$ cat src/rtl/core_pkg.sv
`default_nettype none
// ============================================================================
// Module      : core_pkg
// Description : Shared core types and constants. Holds the fetch state
//               encoding and the datapath widths. FAULT and HALT exist only
//               when FETCH_MISALIGN_TRAP_EN is defined.
// Revision    : 1.0 - initial release
// ============================================================================
package core_pkg;

    localparam int XLEN    = 32;
    localparam int INSTR_W = 32;

    typedef enum logic [2:0] {
        ST_BOOT   = 3'd0,
        ST_STREAM = 3'd1,
        ST_HOLD   = 3'd2
`ifdef FETCH_MISALIGN_TRAP_EN
        ,
        ST_FAULT  = 3'd3,
        ST_HALT   = 3'd4
`endif
    } fetch_state_t;

endpackage : core_pkg
`default_nettype wire

$ cat src/rtl/instruction_fetch.sv
`default_nettype none
// ============================================================================
// Module      : instruction_fetch
// Description : Streams instructions from a synchronous read-only instruction
//               memory (one-cycle read latency) to decode with a valid/ready
//               handshake, one instruction per cycle. A redirect restarts
//               fetch with a fixed two-cycle bubble.
//
// Ports       : clk, rst (async, active high)
//               imem_addr  -> word address to instruction memory
//               imem_data  <- read data, one cycle after imem_addr
//               redirect_valid / redirect_pc <- fetch restart request
//               out_valid / out_ready        <- decode handshake
//               out_instr / out_pc / out_fault -> instruction to decode
//
// Config      : FETCH_MISALIGN_TRAP_EN - when defined, a redirect to a
//               non-word-aligned target emits a single fault beat and then
//               halts until the next redirect. When undefined the low two
//               bits of redirect_pc are ignored.
// Revision    : 1.0 - initial release
// ============================================================================
module instruction_fetch
    import core_pkg::*;
#(
    parameter int                DEPTH    = 4096,
    parameter logic [XLEN-1:0]   RESET_PC = 32'h0000_0000
) (
    input  logic                     clk,
    input  logic                     rst,
    output logic [$clog2(DEPTH)-1:0] imem_addr,
    input  logic [INSTR_W-1:0]       imem_data,
    input  logic                     redirect_valid,
    input  logic [XLEN-1:0]          redirect_pc,
    output logic                     out_valid,
    input  logic                     out_ready,
    output logic [INSTR_W-1:0]       out_instr,
    output logic [XLEN-1:0]          out_pc,
    output logic                     out_fault
);

    localparam int c_AW = $clog2(DEPTH);

    fetch_state_t         r_state;
    fetch_state_t         w_state_nxt;
    logic [XLEN-1:0]      r_fetch_pc;
    logic [XLEN-1:0]      w_fetch_pc_nxt;
    logic [XLEN-1:0]      r_resp_pc;
    logic [XLEN-1:0]      w_resp_pc_nxt;
    logic [INSTR_W-1:0]   r_hold_instr;
    logic [INSTR_W-1:0]   w_hold_instr_nxt;
    logic [XLEN-1:0]      w_fetch_pc_inc;

    // Natural 32-bit wrap of the increment.
    assign w_fetch_pc_inc = r_fetch_pc + 32'd4;

    // Address is driven straight from the register so it tracks RESET_PC
    // while rst is held; upper bits drop out, giving the modulo-DEPTH wrap.
    assign imem_addr = r_fetch_pc[c_AW+1:2];

`ifdef FETCH_MISALIGN_TRAP_EN
    logic w_misaligned;
    assign w_misaligned = |redirect_pc[1:0];
`else
    logic w_unused_redirect_lsb;
    assign w_unused_redirect_lsb = ^redirect_pc[1:0];
`endif

    always_ff @(posedge clk or posedge rst) begin
        if (rst) begin
            r_state      <= ST_BOOT;
            r_fetch_pc   <= RESET_PC;
            r_resp_pc    <= '0;
            r_hold_instr <= '0;
        end else begin
            r_state      <= w_state_nxt;
            r_fetch_pc   <= w_fetch_pc_nxt;
            r_resp_pc    <= w_resp_pc_nxt;
            r_hold_instr <= w_hold_instr_nxt;
        end
    end

    always_comb begin
        w_state_nxt      = r_state;
        w_fetch_pc_nxt   = r_fetch_pc;
        w_resp_pc_nxt    = r_resp_pc;
        w_hold_instr_nxt = r_hold_instr;
        out_valid        = 1'b0;
        out_instr        = '0;
        out_pc           = r_resp_pc;
        out_fault        = 1'b0;

        case (r_state)
            // Address presented this cycle; its data shows up next cycle.
            ST_BOOT: begin
                w_state_nxt    = ST_STREAM;
                w_resp_pc_nxt  = r_fetch_pc;
                w_fetch_pc_nxt = w_fetch_pc_inc;
            end
            ST_STREAM: begin
                out_valid = 1'b1;
                out_instr = imem_data;
                if (out_ready) begin
                    w_resp_pc_nxt  = r_fetch_pc;
                    w_fetch_pc_nxt = w_fetch_pc_inc;
                end else begin
                    // Capture the word now: memory output moves on next cycle.
                    // fetch_pc is kept so the next word is re-read on release.
                    w_hold_instr_nxt = imem_data;
                    w_state_nxt      = ST_HOLD;
                end
            end
            ST_HOLD: begin
                out_valid = 1'b1;
                out_instr = r_hold_instr;
                if (out_ready) begin
                    w_resp_pc_nxt  = r_fetch_pc;
                    w_fetch_pc_nxt = w_fetch_pc_inc;
                    w_state_nxt    = ST_STREAM;
                end
            end
`ifdef FETCH_MISALIGN_TRAP_EN
            // resp_pc carries the offending target captured at redirect.
            ST_FAULT: begin
                out_valid = 1'b1;
                out_fault = 1'b1;
                if (out_ready) begin
                    w_state_nxt = ST_HALT;
                end
            end
            ST_HALT: begin
                w_state_nxt = ST_HALT;
            end
`endif
            default: begin
                w_state_nxt = ST_BOOT;
            end
        endcase

        // Redirect overrides whatever the state machine decided above.
        if (redirect_valid) begin
            out_valid        = 1'b0;
            out_fault        = 1'b0;
            w_hold_instr_nxt = '0;
`ifdef FETCH_MISALIGN_TRAP_EN
            if (w_misaligned) begin
                w_resp_pc_nxt = redirect_pc;
                w_state_nxt   = ST_FAULT;
            end else begin
                w_fetch_pc_nxt = redirect_pc;
                w_state_nxt    = ST_BOOT;
            end
`else
            w_fetch_pc_nxt = {redirect_pc[XLEN-1:2], 2'b00};
            w_state_nxt    = ST_BOOT;
`endif
        end
    end

endmodule : instruction_fetch
`default_nettype wire

$ cat config.mk
export PLATFORM = sky130hd
export DESIGN_NAME = instruction_fetch
export DESIGN_NICKNAME = d
export VERILOG_FILES = /design/src/rtl/core_pkg.sv /design/src/rtl/instruction_fetch.sv
export SDC_FILE = /design/constraint.sdc
export NUM_CORES = 1
export LEC_CHECK = 0
export BUFFER_PORTS_ARGS = -buffer_cell sky130_fd_sc_hd__buf_4
export CORE_UTILIZATION = 45
export DETAILED_ROUTE_END_ITERATION = 7
export GPL_TIMING_DRIVEN = 0
export PLACE_DENSITY = 0.73
export SLEW_MARGIN = 20
export SYNTH_ARGS = -nofsm -noshare
export SYNTH_HDL_FRONTEND = slang
export SYNTH_SLANG_ARGS = --single-unit
$ cat constraint.sdc
create_clock -name clk -period 3.5 [get_ports clk]
set_input_delay 0.875 -clock clk [delete_from_list [all_inputs] [get_ports clk]]
set_output_delay 0.875 -clock clk [all_outputs]
set_load 0.03 [all_outputs]
==> impl_metrics.json <==
{
  "status": "finished, final reports clean",
  "dp.cells": 865,
  "n_antenna_cell": 0,
  "gp_congestion": 0.904,
  "drtAntennaViolNets": 0,
  "cts-hold-fix-buffers": 0,
  "drive_above_1_share_pct": 24.3,
  "rsz0062_at_grt": "no",
  "critPathBufInv": 4,
  "synth.avg_cell_area_um2": 8.45,
  "cp.required_ns": 2.62,
  "grt_antenna_before_repair": 0,
  "clkTransAtPathRegs_ns": 0.09,
  "io_pins": 146,
  "synth.largest_area_cell": "dfrtp_1",
  "initial_utilization_pct": 47.3,
  "portBuffers": 138,
  "cp-end-kind": "output pin",
  "crit_path_max_incr_delay_ns": 0.48,
  "worst_pin_slew_ns": 0.755,
  "postSynthRegisterBits": 94,
  "total_power_mw": 3.85,
  "hold_violations": 0,
  "drv_cap": 0,
  "irDropWorstVdd_mv": 0.436,
  "grt_max_degree": 79,
  "fill_cells": 915,
  "first_pass_iters": 5,
  "crit_path_start_kind": "flop",
  "route.detailed.drc": 0,
  "grt_usage_pct": 24.7,
  "slew_headroom_pct": 49.2,
  "netlist_area_um2": 4970,
  "grt_overflow": 0,
  "dieArea_um2": 11500,
  "grt_pass1_wl_um": 22100,
  "wl_per_cell_um": 15.7,
  "cp_slowest_cell": "clkbuf_1",
  "synth.area.top_cells": "dfrtp_1 47%, nand2_1 12%, a22oi_1 5.0%",
  "area_delta_synth_final_pct": 29.1,
  "die_w_um": 107,
  "period_minus_slack_ns": 3.29,
  "viasPerCell": 5.47,
  "wl_um": 13800,
  "final_cells": 881,
  "final_cell_mix": "164 x nand2_1, 154 x buf_4, 94 x dfrtp_1, 35 x nor2b_1, 34 x clkbuf_1",
  "layout.nets": 813,
  "cp_max_fo": 10,
  "worstSkewPairLatency_ns": 0.38,
  "die_y_um": 107,
  "cts_tree": "done",
  "finalMaxSlewViolations": 0,
  "hold_path_class": "primary input to async pin",
  "period_share_pct": 94.1,
  "critPathArrivalTime_ns": 2.42,
  "final_common_cell": "nand2_1",
  "path_cells": "inv_1, ha_1, clkbuf_1, clkbuf_1, a22oi_1, nor2b_1, buf_4",
  "numCtsBuffers": 9,
  "drtIter0Drc": 379,
  "num_vias": 4815,
  "ys_warn_count": 0,
  "path_class": "flop to output pin",
  "power.leakage_nw": 2.86,
  "yosysTopAreaCellShare_pct": 47.3,
  "path_delay_family": "buffers and inverters",
  "setup_violations": 0,
  "cts.sinks": 94,
  "fin_skew_ns": 0.00929,
  "path_common_cell": "clkbuf_1",
  "cts_buffer_depth": 2,
  "first_global_vias": 4567,
  "p_per_area_nw_per_um2": 601,
  "htree_levels": 3,
  "cts-resized-gates": 0,
  "post_cts_buffers": 0,
  "synth.distinct_cells": 42,
  "cts.root.buffer_cell": "clkbuf_8",
  "rows": 37,
  "max_freq_mhz": 304,
  "hpwl_um": 10100,
  "syn_inst": 588,
  "ys_seq_area_share_pct": 47.3,
  "core_area_um2": 10500
}
## cells by family after synthesis
group | share of synthesized area (%)
and+or+nand+nor | 26.9
DFF | 47.3
adders and majority gates | 1.26
AOI/OAI and AO/OA | 15.4
other | 0.0755
buffers and inverters | 6.40
xor gates and xnor gates | 1.94
muxes | 0.630
## final timing paths
| path | startpoint | to | slack, ns | cells past startpoint |
|---|---|---|---|---|
| max | r_state[0]$_DFFE_PP0P_ | out_instr[25] | 0.21 | 7 |
| min | rst | r_hold_instr[19]$_DFFE_PP0P_ | 0.41 | 2 |
| max reg2reg | r_state[0]$_DFFE_PP0P_ | out_pc[7]$_DFFE_PP0P_ | 0.60 | 9 |
| min reg2reg | out_pc[11]$_DFFE_PP0P_ | out_pc[11]$_DFFE_PP0P_ | 0.48 | 2 |
| max in group asynchronous | rst | out_pc[22]$_DFFE_PP0P_ | 2.46 | 3 |
| min in group clk | out_pc[11]$_DFFE_PP0P_ | out_pc[11]$_DFFE_PP0P_ | 0.48 | 2 |
## sequential cells by signal (all words and copies together), names as in the netlist
register      count
r_state           2
out_pc           30
r_fetch_pc       30
r_hold_instr     32
## synth_stat cells, drive strengths merged
| master | instances |
|---|---|
| nand2 | 164 |
| o21ai | 23 |
| a31o | 3 |
| nand3 | 12 |
| ha | 5 |
| a22oi | 33 |
| nor2 | 20 |
| conb | 1 |
| dfrtp | 94 |
| nand2b | 4 |
| mux2i | 2 |
| nand3b | 1 |
| o41ai | 1 |
| nand4 | 13 |
| or4 | 11 |
| inv | 12 |
| o31ai | 11 |
| a21oi | 33 |
| and4 | 1 |
| and2 | 2 |
| nor4 | 9 |
| mux2 | 1 |
| a31oi | 17 |
| nor2b | 35 |
| o311ai | 1 |
| buf | 21 |
| xor2 | 2 |
| or3 | 4 |
| nand4b | 1 |
| and3 | 1 |
| xnor2 | 9 |
| o22ai | 1 |
| nor3 | 3 |
| clkbuf | 35 |
| or2 | 2 |
## layout make-up
type	instances	area, um2	share of cell area, %
flip-flops and latches	94	2350	36.7
multi-input cells	428	2310	36.0
repair buffers	139	1060	16.6
plain buffers	56	273	4.25
well taps	136	170	2.65
clock buffers	9	124	1.93
clock inverters	7	73.8	1.15
inverters	12	50.0	0.780
## through the flow
stage	TNS [ns]	instance area, um2	util [%]	setup slack [ns]	hold WS, ns
6_report	0	6410	61.0	0.208	0.414
5_1_grt	0	6410	61.0	0.0438	0.417
4_1_cts	0	6410	61.0	0.204	0.410
3_5_place_dp	0	6210	59.1	0.531	0.457
3_3_place_gp	-85.62	6180	58.8	-0.914	0.454
2_1_floorplan	0	4980	-	0.176	0.459
## report_power, final
group	internal, mW	switching (mW)	leakage [nW]	total, mW
registers	1.31	0.177	1.17	1.49
logic	0.595	1.03	1.60	1.63
clock network	0.331	0.408	0.0879	0.739
## routing by layer
metal	track usage, %	wire length (um)
met5	0	0
met4	8.51	285
met3	4.13	1120
met2	41.1	6510
met1	32.5	5930
Power figures use the tool's default switching activity.
